--- config.mk ---
export PLATFORM = sky130hd
export DESIGN_NAME = select_scheduler
export DESIGN_NICKNAME = d
export VERILOG_FILES = /design/src/rtl/select_scheduler.sv
export SDC_FILE = /design/constraint.sdc
export NUM_CORES = 1
export LEC_CHECK = 0
export BUFFER_PORTS_ARGS = -buffer_cell sky130_fd_sc_hd__clkbuf_2
export CAP_MARGIN = 30
export CORE_MARGIN = 2
export CORE_UTILIZATION = 35
export DETAILED_ROUTE_END_ITERATION = 10
export SLEW_MARGIN = 10
export SYNTH_ARGS = -nofsm -noshare
export SYNTH_HDL_FRONTEND = slang
export SYNTH_SLANG_ARGS = --single-unit
--- constraint.sdc ---
create_clock -name clk -period 3.5 [get_ports clk]
set_clock_uncertainty 0.05 [all_clocks]
set_input_delay 0.875 -clock clk [delete_from_list [all_inputs] [get_ports clk]]
set_output_delay 0.875 -clock clk [all_outputs]
set_load 0.01 [all_outputs]
--- src/rtl/select_scheduler.sv ---
// select_scheduler: round-robin, credit-gated packet dispatcher for the demux select channel (optional SELECT_SCHEDULER_STATS_EN adds pkt_count)
module select_scheduler #(
  parameter int NUM_STREAMS = 4,
  parameter int MAX_CREDITS = 8,
  localparam int CW = $clog2(MAX_CREDITS + 1),
  localparam int IW = $clog2(NUM_STREAMS)
) (
  input  logic                      clk,
  input  logic                      rst,
  input  logic                      enable,
  input  logic [NUM_STREAMS-1:0]    out_enable,
  input  logic [NUM_STREAMS-1:0]    credit_return,
  output logic                      select_valid,
  input  logic                      select_ready,
  output logic [IW-1:0]             select_data,
  output logic [NUM_STREAMS*CW-1:0] credits,
  output logic                      credit_overflow,
  output logic                      busy
`ifdef SELECT_SCHEDULER_STATS_EN
  ,
  output logic [NUM_STREAMS*32-1:0] pkt_count
`endif
);
  typedef enum logic {IDLE, OFFER} state_t;
  state_t state_q, state_d;
  logic [IW-1:0] data_q, data_d, ptr_q, ptr_d, start, win;
  logic [CW-1:0] cred_q [NUM_STREAMS];
  logic [CW-1:0] cred_d [NUM_STREAMS];
  logic ovf_q, ovf_d, hs, found;
  logic [NUM_STREAMS-1:0] consume, elig;
  // credit bookkeeping, round-robin search and offer state; after a handshake the search sees post-consume credits
  always_comb begin
    hs = state_q == OFFER && select_ready;
    ovf_d = ovf_q;
    for (int i = 0; i < NUM_STREAMS; i++) begin
      consume[i] = hs && data_q == IW'(i);
      cred_d[i] = cred_q[i] - CW'(consume[i]) + CW'(credit_return[i]);
      if (credit_return[i] && !consume[i] && cred_q[i] == CW'(MAX_CREDITS)) begin
        cred_d[i] = cred_q[i];
        ovf_d = 1'b1;
      end
      elig[i] = out_enable[i] && (hs ? cred_d[i] : cred_q[i]) != '0;
    end
    start = hs ? (data_q == IW'(NUM_STREAMS - 1) ? '0 : data_q + IW'(1)) : ptr_q;
    found = 1'b0;
    win = '0;
    for (int j = NUM_STREAMS - 1; j >= 0; j--) begin
      if (elig[(int'(start) + j) % NUM_STREAMS]) begin
        found = 1'b1;
        win = IW'((int'(start) + j) % NUM_STREAMS);
      end
    end
    ptr_d = hs ? start : ptr_q;
    state_d = state_q;
    data_d = data_q;
    if (state_q == IDLE || hs) begin
      state_d = (enable && found) ? OFFER : IDLE;
      data_d = (enable && found) ? win : data_q;
    end
  end
  // state, offer and credit registers
  always_ff @(posedge clk) begin
    if (rst) begin
      state_q <= IDLE;
      data_q <= '0;
      ptr_q <= '0;
      ovf_q <= 1'b0;
      for (int i = 0; i < NUM_STREAMS; i++) cred_q[i] <= CW'(MAX_CREDITS);
    end else begin
      state_q <= state_d;
      data_q <= data_d;
      ptr_q <= ptr_d;
      ovf_q <= ovf_d;
      for (int i = 0; i < NUM_STREAMS; i++) cred_q[i] <= cred_d[i];
    end
  end
  // flatten credit counters onto the output bus
  always_comb begin
    credits = '0;
    for (int i = 0; i < NUM_STREAMS; i++) credits[i*CW +: CW] = cred_q[i];
  end
  assign select_valid = state_q == OFFER;
  assign busy = state_q == OFFER;
  assign select_data = data_q;
  assign credit_overflow = ovf_q;
`ifdef SELECT_SCHEDULER_STATS_EN
  logic [31:0] pkt_q [NUM_STREAMS];
  logic [31:0] pkt_d [NUM_STREAMS];
  // per-output handshake counters, wrapping at 2^32
  always_comb begin
    pkt_count = '0;
    for (int i = 0; i < NUM_STREAMS; i++) begin
      pkt_d[i] = pkt_q[i] + 32'(consume[i]);
      pkt_count[i*32 +: 32] = pkt_q[i];
    end
  end
  // statistics registers
  always_ff @(posedge clk) begin
    for (int i = 0; i < NUM_STREAMS; i++) pkt_q[i] <= rst ? '0 : pkt_d[i];
  end
`endif
endmodule

==> reports/qor.csv <==
stage;metric;value;unit
run_status;status;finished, final reports clean;
global_routing;vias in the first global route;1582;
worst_setup_path;reg2reg start;select_data[0];
global_routing;grt total ovfl;0;
clock_network;CTS buffer count;3;
die;Die H;74.6;um
worst_setup_path;CP Launch Type;primary input;
pwr;total power draw;0.00154;W
logic_synthesis;cell area after synthesis;1750;um2
worst_setup_path;Bufs and invs on worst path;3;
global_routing;met2 usage;0.277;
global_routing;grt met1 use;0.219;
clock_network;CTS tree;done;
clock_network;Root Driver;clkbuf_8;
global_routing;global-route track usage on met3;0.0201;
worst_setup_path;Worst Path Required;3610;ps
sta;Slew HR;0.664;
die;Starting Density;0.367;
final_layout;layout cells sized above 1;0.410;
worst_setup_path;crit-path cells;buf_12 > and3_4 > ha_4 > inv_2 > ha_4 > inv_2 > fa_2 > nand3b_1 > mux2_4 > o311a_4 > o41ai_4 > nor3_2 > a32o_1;
drt;Total Wirelength;4180;um
final_layout;area grow syn2layout;36.1;%
sta;slew of the pin with the lowest slew margin;503;ps
logic_synthesis;synth unique cells;35;
placement;routability cong.;0.835;
sta;Final period util;0.985;
final_layout;most frequent cells in the layout;clkbuf_2, buf_4, nor2_1;
die;row cnt;25;
global_routing;initial antenna violation count;0;
global_routing;global route hottest layer;met2;
worst_setup_path;CP max stage delay;530;ps
pwr;Pwr Density;647;nW/um2
logic_synthesis;post-synth net total;240;
sta;Max Freq;290;MHz
worst_setup_path;RR Endpoint;select_data[0];
clock_network;Sink Count;22;
logic_synthesis;Post-synth EDFFs;0;
clock_network;Clock Latency Late Sink;260;ps
logic_synthesis;post-synthesis sequential area ratio;0.252;
logic_synthesis;leading area contributor after synthesis;dfxtp_1;
worst_setup_path;CP max-delay cell;fa_2;
worst_setup_path;Critical Path AT;3560;ps
drt;DR pass1 iterations;5;
global_routing;GR Util All Layers;0.162;
die;core area;4750;um2
drt;routed via count;1580;
worst_setup_path;FF-to-FF setup slack;110;ps
logic_synthesis;Synth Instances;200;
die;Die W;74.6;um
drt;Starting DRT DRC Count;40;
global_routing;global-route wire length before repair;7120;um
pwr;Leak;1.01;nW
clock_network;clock-pin slew on the worst setup and hold paths;80;ps
worst_setup_path;crit end category;flop;
final_layout;ant diodes;0;
pwr;maximum VDD drop;0.200;mV
global_routing;largest net degree at the start of global routing;25;
placement;Detailed Place HPWL;3270;um
sta;fin crit period;3450;ps
worst_setup_path;CP Max Fanout;7;
clock_network;Clock Path Buffers;2;
worst_setup_path;Worst Setup Path Type;primary input to flop;
logic_synthesis;top cells by area, synth;dfxtp_1, ha_1, inv_1;
sta;hold slack;440;ps
sta;Hold Violations, Final;0;
die;Top Ports;33;
worst_setup_path;Reg2Reg Depth;14;
sta;Final WS setup;51.9;ps
drt;DR WL/cell;12.9;um
sta;unrepaired setup endpoints after global routing;true;
clock_network;hold_buf cts;0;
final_layout;nets;297;
run;max-cap violations;0;
drt;vias per cell;4.89;
worst_setup_path;Crit path max-delay family;compound AO/OA/AOI/OAI gates;
drt;drt drc;0;
logic_synthesis;Synthesis Warnings;0;
placement;# port buffers;32;
logic_synthesis;post-synth top area share;0.252;
drt;Final ANT Viol Nets;0;
sta;Pins Over Slew Limit;0;
die;die area;5570;um2
clock_network;H-tree depth;1;
sta;Setup Viol. Count Final;0;
logic_synthesis;ys flop type;dfxtp_1;
worst_hold_path;Hold Path Class;flop to flop;
logic_synthesis;Syn Area/Cell;8.73;um2
placement;dpl ws;-386;ps
worst_hold_path;Hold Path Origin;cred_q[3][2];
worst_hold_path;Hold Path Depth;2;
logic_synthesis;asr flop ratio synth;0;
worst_hold_path;Hold Path End;cred_q[3][2];
logic_synthesis;Yosys reg bits;22;
final_layout;commonest non-fill, non-tap cell in the layout;clkbuf_2;
==> metrics by stage <==
step | cells | setup TNS [ps] | util | instance area [um2]
3_3_place_gp | 316 | -808 | 0.460 | 2190
5_1_grt | 323 | -70.5 | 0.499 | 2370
2_1_floorplan | 200 | -61.2 | - | 1800
6_report | 323 | 0 | 0.499 | 2370
4_1_cts | 320 | -26.5 | 0.476 | 2260
3_5_place_dp | 316 | -916 | 0.460 | 2190
==> cells by family (layout without fill, tap and decap cells) <==
kind of cell             after synthesis  after routing  share of synthesized area
multiplexers                           5              5                     0.0315
flip-flops                            22             22                      0.252
buffers and inverters                 30             86                     0.0667
XOR/XNOR                               4              4                     0.0201
adder cells (fa/ha/maj)               28             28                      0.218
AO/OA/AOI/OAI                         41             41                      0.189
AND/OR/NAND/NOR                       70             70                      0.222
==> power by group <==
part	switching, W	internal, W
Combinational	0.000463	0.000497
Sequential	0.0000712	0.000314
Clock	0.0000898	0.000100
Total	0.000624	0.000911
==> worst max-delay path by stage <==
| stage | start | to | slack, ps | cells past startpoint |
|---|---|---|---|---|
| detailed placement | select_ready | select_data[0] | -390 | 14 |
| floorplan | select_ready | select_data[0] | -60 | 13 |
| finish | select_ready | select_data[0] | 50 | 13 |
| CTS | select_ready | select_data[0] | -30 | 14 |
| global route | select_ready | select_data[0] | -50 | 13 |
| global placement | select_ready | select_data[0] | -350 | 13 |
==> what timing repair did <==
item                                    4_1_cts  5_1_grt
gates resized for setup                       5       21
setup buffers                                 0        3
endpoints found under the setup margin        2        3
pin swaps                                     5       13
==> final cells by class <==
type                            count  area (um2)
Sequential cell                    22         442
Timing Repair Buffer               56         355
Multi-Input combinational cell    148        1340
Inverter                           26        97.6
Fill cell                         479        2380
Clock buffer                        4        55.1
Tap cell                           67        83.8
==> synthesized netlist by cell type (3+ instances only) <==
cell	n
nor4_1	4
xor2_1	3
clkbuf_1	3
and3_1	3
nor3b_1	5
nor2b_1	3
nand3b_1	3
o22ai_1	4
o21ai_0	9
ha_1	24
nor2_1	23
or2_2	4
dfxtp_1	22
a211oi_1	5
nand2_1	9
inv_1	26
o2bb2ai_1	4
a21oi_1	8
o21ba_2	4
fa_1	4
nor3_1	7
nand4bb_1	4
mux2_2	4
==> registers in the layout (all words and copies together) (netlist names) <==
register and cells:
select_data 2, cred_q 16, busy 1, ptr_q 2
credit_overflow 1
==> metal layers <==
layer / vias to the layer above / routed length [um]
li1: 814 / -
met1: 734 / 2000
met2: 30 / 2010
met3: 2 / 143
met4: 0 / 21
met5: - / 0
==> worst register-to-register path: stages (launching register included) <==
cell      delay (ps)
dfxtp_1          340
buf_4            140
ha_2             180
and3_4           200
ha_4             190
inv_2             60
ha_4             120
inv_2             30
fa_2             540
nand3b_1          80
mux2_4           270
o311a_4          330
o41ai_4          460
nor3_2            60
a32o_1           230
(Power assumes the default switching activity.)
